## src/rtl/fwd_sel_ctrl.sv

```systemverilog
// EX-stage operand forwarding-select controller with load-use stall detection.
// Optional stall_cnt output and counter are enabled with `define FWD_STALL_CNT_EN.
module fwd_sel_ctrl #(
    parameter int unsigned REG_BITS = 5,
    parameter int unsigned ZERO_REG = 31
) (
    input  logic                clk,
    input  logic                reset,
    input  logic                id_valid,
    input  logic [REG_BITS-1:0] id_rn,
    input  logic [REG_BITS-1:0] id_rm,
    input  logic [REG_BITS-1:0] ex_rd,
    input  logic                ex_regwrite,
    input  logic                ex_memread,
    input  logic [REG_BITS-1:0] mem_rd,
    input  logic                mem_regwrite,
    input  logic [REG_BITS-1:0] wb_rd,
    input  logic                wb_regwrite,
    input  logic                flush,
    output logic                stall,
`ifdef FWD_STALL_CNT_EN
    output logic [15:0]         stall_cnt,
`endif
    output logic [1:0]          sel_a,
    output logic [1:0]          sel_b,
    output logic                ex_valid
);

    localparam logic [REG_BITS-1:0] ZERO_IDX = REG_BITS'(ZERO_REG);

    localparam logic [1:0] SEL_RF   = 2'b00;
    localparam logic [1:0] SEL_MEM  = 2'b01;
    localparam logic [1:0] SEL_WB   = 2'b10;
    localparam logic [1:0] SEL_HOLD = 2'b11;

    logic       load_use_c;
    logic [1:0] sel_a_nxt;
    logic [1:0] sel_b_nxt;
    logic       ex_valid_nxt;

    // Youngest producer wins; a load in EX has no ALU result to forward yet.
    function automatic logic [1:0] pick_sel(
        input logic [REG_BITS-1:0] src,
        input logic [REG_BITS-1:0] e_rd,
        input logic                e_alu_wr,
        input logic [REG_BITS-1:0] m_rd,
        input logic                m_wr,
        input logic [REG_BITS-1:0] w_rd,
        input logic                w_wr
    );
        logic [1:0] sel;
        sel = SEL_RF;
        if (src == ZERO_IDX)                sel = SEL_RF;
        else if (e_alu_wr && (e_rd == src)) sel = SEL_MEM;
        else if (m_wr && (m_rd == src))     sel = SEL_WB;
        else if (w_wr && (w_rd == src))     sel = SEL_HOLD;
        return sel;
    endfunction

    assign load_use_c = id_valid && ex_regwrite && ex_memread && (ex_rd != ZERO_IDX)
                        && ((ex_rd == id_rn) || (ex_rd == id_rm));

    // Flush overrides the hazard so a killed instruction never stalls the front end.
    assign stall = load_use_c && !flush;

    always_comb begin
        sel_a_nxt    = SEL_RF;
        sel_b_nxt    = SEL_RF;
        ex_valid_nxt = 1'b0;
        if (!flush && !stall && id_valid) begin
            sel_a_nxt    = pick_sel(id_rn, ex_rd, ex_regwrite && !ex_memread,
                                    mem_rd, mem_regwrite, wb_rd, wb_regwrite);
            sel_b_nxt    = pick_sel(id_rm, ex_rd, ex_regwrite && !ex_memread,
                                    mem_rd, mem_regwrite, wb_rd, wb_regwrite);
            ex_valid_nxt = 1'b1;
        end
    end

    always_ff @(posedge clk or posedge reset) begin
        if (reset) begin
            sel_a    <= SEL_RF;
            sel_b    <= SEL_RF;
            ex_valid <= 1'b0;
        end else begin
            sel_a    <= sel_a_nxt;
            sel_b    <= sel_b_nxt;
            ex_valid <= ex_valid_nxt;
        end
    end

`ifdef FWD_STALL_CNT_EN
    // Saturating count of stalled cycles.
    always_ff @(posedge clk or posedge reset) begin
        if (reset) begin
            stall_cnt <= 16'h0000;
        end else if (stall && (stall_cnt != 16'hFFFF)) begin
            stall_cnt <= stall_cnt + 16'h0001;
        end
    end
`endif

endmodule

```

## config.mk

```make
export PLATFORM = sky130hd
export DESIGN_NAME = fwd_sel_ctrl
export DESIGN_NICKNAME = d
export VERILOG_FILES = /design/src/rtl/fwd_sel_ctrl.sv
export SDC_FILE = /design/constraint.sdc
export NUM_CORES = 1
export LEC_CHECK = 0
export CAP_MARGIN = 10
export CELL_PAD_IN_SITES_DETAIL_PLACEMENT = 1
export CELL_PAD_IN_SITES_GLOBAL_PLACEMENT = 1
export CORE_ASPECT_RATIO = 1.75
export CORE_UTILIZATION = 27
export CTS_BUF_LIST = sky130_fd_sc_hd__clkbuf_16
export DETAILED_ROUTE_END_ITERATION = 10
export PLACE_DENSITY = 0.82
export SYNTH_ARGS = -nofsm -noshare
export SYNTH_HDL_FRONTEND = slang
export SYNTH_SLANG_ARGS = --single-unit
```

## constraint.sdc

```tcl
create_clock -name clk -period 1.6 [get_ports clk]
set_clock_uncertainty 0.1 [all_clocks]
set_input_delay 0.16 -clock clk [delete_from_list [all_inputs] [get_ports clk]]
set_output_delay 0.16 -clock clk [all_outputs]
set_load 0.01 [all_outputs]
```

; ---- After elaboration in Yosys (flattened, before gate mapping)
; Cells that the tools add are included.
[word_totals]
word_cells = 41
in_bits = 33
ff_bits = 5
[op_classes]
eq_ne = 9
mux = 11
reduce_logical = 18
[op_table]
columns = cell, n
row1 = $eq A5 B5 Y1, 6
row2 = $mux W2, 10
row3 = $logic_and A1 B1 Y1, 14
row4 = $eq A5 B5 Y1 const B, 2
row5 = $ne A5 B5 Y1 const B, 1
row6 = $logic_not A1 Y1, 3
row7 = $logic_or A1 B1 Y1, 1
row8 = $mux W1, 1

; ---- Logic depth before layout (Yosys ltp)
[depth]
depth_word = 9
depth_mapped = 5
ltp_nobuf = 5

; ---- Worst setup path after synthesis
; Ideal clock, no wire load.
[synth_timing]
path_kind = input port to output port
from = in ex_rd[2]
to = out stall
path_slack_ns = 0.322
t_arrival_ns = 1.018
stages = 5
cell_sequence = xor2_1 -> nor3_2 -> nand3_2 -> a21oi_4 -> and2b_1
[synth_via]
elab_chain_len = 4
word_cells_on_any_way = 7
classes_between = eq/ne (3) / reduce/logical (4)
[synth_rtl]
columns = element, line_no
row1 = "start, declared", 12  ; input logic [REG_BITS-1:0] ex_rd,
row2 = $ne A5 B5 Y1 / $eq A5 B5 Y1 (equally long branches), "60, 61"
row3 = $logic_and A1 B1 Y1 / $logic_or A1 B1 Y1 (equally long branches), "60, 61"
row4 = $logic_and A1 B1 Y1 (*), 61  ; && ((ex_rd == id_rn) || (ex_rd == id_rm));
row5 = $logic_and A1 B1 Y1 (*), 64  ; assign stall = load_use_c && !flush;
row6 = "end, declared", 20  ; output logic stall,
; Every way passes the cells marked *; elsewhere a longest branch is shown, timed or not.

; ---- Final worst setup path
[layout_timing]
from = in id_rn[3]
to = out stall
[layout_via]
elab_chain_len = 4
[layout_rtl]
columns = element, line_no
row1 = "start, declared", 10  ; input logic [REG_BITS-1:0] id_rn,
row2 = $eq A5 B5 Y1, 61
row3 = $logic_or A1 B1 Y1, 61
row4 = $logic_and A1 B1 Y1, 61
row5 = $logic_and A1 B1 Y1, 64
; Every way passes these cells.

==> flow_metrics.py <==
metrics = {
    "floorplan": {
        "die_area_um2": 2623,
        "start_util": 0.2867,
        "die_h_um": 67,
        "boundaryPins": 39,
        "die_w_um": 39.15,
        "rows": 23,
        "core_um2": 2273,
    },
    "pwr": {
        "p_int_uw": 587.5,
        "peakVddDrop_v": 0.0002630,
        "p_leak_nw": 0.5517,
        "cellPowerDensity_nw_per_um2": 613.9,
        "seqPwrFrac": 0.166,
        "p_clk_frac": 0.516,
        "p_sw_uw": 198.3,
        "share_comb_of_total_power": 0.318,
        "netSwitchingFraction": 0.2524,
    },
    "yosys": {
        "synth_top_area_frac": 0.2956,
        "synth_area_per_cell_um2": 9.054,
        "yosysTopAreaCell": "xor2_1",
        "netlist_top_cells_area": "xor2_1 (30%), dfrtp_1 (19%), xnor2_1 (11%), nor4_2 (7.7%), nand3_1 (3.8%)",
        "syn-num-nets": 105,
        "synth_seq_area_share": 0.1919,
        "synth_seq_cells": 5,
        "synth-warning-count": 0,
        "synthesis.area_um2": 651.9,
        "synth_cell_types": 21,
        "synthCells": 72,
    },
    "worst_setup_path": {
        "crit_required_ps": 1340,
        "crit_path_end_kind": "output pin",
        "arrival_ps": 1270,
        "crit_path_max_fanout": 2,
        "startpoint_type": "input port",
        "criticalPathCategory": "input port to output pin",
        "critPathLaunch": "id_rn[3]",
    },
    "drt": {
        "post-route-drc-count": 0,
        "drt-initial-drc-count": 8,
        "num_vias": 793,
        "viasPerCell": 5.083,
        "detailroute.wirelength.met2_mm": 1.643,
        "drtAntennaViolNets": 0,
        "dr.pass1.iters": 2,
        "finalWirelength_mm": 2.519,
        "wl_met1_um": 731,
        "wl_met3_um": 74,
        "wl_per_cell_um": 16.15,
        "top_layer": "met4",
    },
    "grt": {
        "track_usage": 0.2233,
        "grt_max_degree": 6,
        "overflow": 0,
        "antenna_found_initial": 0,
        "grt_pass1_wl_mm": 3.884,
        "grt_pass1_vias": 859,
    },
    "placed_design": {
        "place_ws_ps": -654.1,
        "place_congestion": 0.7691,
        "dp.cells": 149,
        "dp_hpwl_mm": 2.147,
        "placed_cell_area_um2": 1169,
        "port_buffers": 38,
    },
    "timing": {
        "relSlewSlack": 0.7570,
        "rsz0062_at_grt": "false",
        "setup_ws_ps": 73.99,
        "setup_viol": 0,
        "drv_slew": 0,
        "tightest_slew_ps": 361.6,
        "tns_ps": 0,
        "post-route-min-period_ps": 1526,
        "period_share": 0.9538,
        "timing.fmax_ghz": 0.6553,
        "hold_viol_final": 0,
    },
    "clock_tree": {
        "path_clk_slew_ps": 30,
        "htreeDepth": 1,
        "cts_tree": "yes",
        "cts_root_buffer": "clkbuf_16",
        "clkSinkCount": 5,
        "cts_buffer_depth": 2,
        "cts_buffers": 3,
    },
    "finish": {
        "nets": 165,
        "final_common_cell": "xor2_1",
        "diodes": 0,
        "utilization": 0.5630,
        "syn_to_final_growth_pct": 96.35,
        "final_cell_mix": "xor2_1 (22), clkdlybuf4s50_1 (15), buf_4 (14)",
        "fin_cells": 156,
        "fin_area_um2": 1280,
        "layout-drive-gt1-share": 0.3206,
    },
    "outcome": {
        "status": "finished, final reports clean",
    },
    "flow_run": {
        "max-cap-violations": 0,
    },
    "worst_hold_path": {
        "min_path_type": "input port to asynchronous set/reset pin",
    },
}
==> logic make-up (layout without fill, tap and decap cells) <==
family / count (synthesis) / in the layout / synth area share
buffers and inverters: 1 / 60 / 0.005753
AND/OR/NAND/NOR: 28 / 28 / 0.2994
AO/OA/AOI/OAI: 8 / 8 / 0.09982
flip-flops: 5 / 5 / 0.1919
XOR/XNOR: 30 / 30 / 0.4031
==> power by group through the flow <==
stage	clock network, mW	registers, mW	logic [mW]
2_1_floorplan	0	0.133	0.0910
3_3_place_gp	0	0.131	0.243
3_5_place_dp	0	0.132	0.252
4_1_cts	0.411	0.130	0.251
5_1_grt	0.419	0.130	0.270
6_report	0.405	0.130	0.250
==> what timing repair did <==
item                                    CTS  global route
pin swaps                                12            10
hold buffers                              0             0
gates resized for setup                  44             9
buffers inserted                          3             0
endpoints found under the setup margin    5             4
endpoints found under the hold margin     0             0
==> per-stage QoR <==
stage                     hold WS [ps]  total power, mW
after detailed placement         292.2           0.3841
after CTS                        52.60           0.7918
after floorplan                 -161.5           0.2238
after global placement           266.5           0.3744
after global routing             81.52           0.8196
final                            47.54           0.7858
==> cell type report <==
type	count	area (um^2)
fillers	279	993.5
repair buffers	55	484.2
flip-flops and latches	5	125.1
inverters	1	3.754
well taps	25	31.28
multi-input cells	66	556.8
clock buffers	3	75.07
clock inverters	1	3.754
==> synth_stat cells (all sizes together) <==
cell	n
xor2	22
xnor2	8
nand3	7
nor4	6
dfrtp	5
nor3	4
nand2	3
a2bb2oi	2
a31oi	2
and3	2
nor2	2
nor2b	2
o21ai	2
a21oi	1
and2b	1
inv	1
nand2b	1
o2111ai	1
==> critical path: stages <==
cell	delay [ps]
clkdlybuf4s15_2	210
xor2_1	170
nor3_2	220
nand3_2	130
a21oi_4	140
and2b_1	120
buf_2	120
==> worst paths after layout <==
check / cells after the start / slack (ps) / end
worst max-delay path: 7 / 70 / stall
worst min-delay path: 2 / 50 / sel_a[0]
min in group clk: 6 / 530 / ex_valid
max in group asynchronous: 2 / 1180 / sel_b[1]
==> sequential cells by signal, summed over array words and instances (netlist names) <==
register	count
sel_a	2
ex_valid	1
sel_b	2
==> metal layers <==
| metal | GRT usage | up-vias |
|---|---|---|
| met5 | 0 | - |
| met4 | 0.1121 | 0 |
| met3 | 0.02333 | 6 |
| met2 | 0.4583 | 34 |
| met1 | 0.1851 | 379 |
| li1 | - | 374 |
Note: power is estimated with default switching activity, not from simulation.
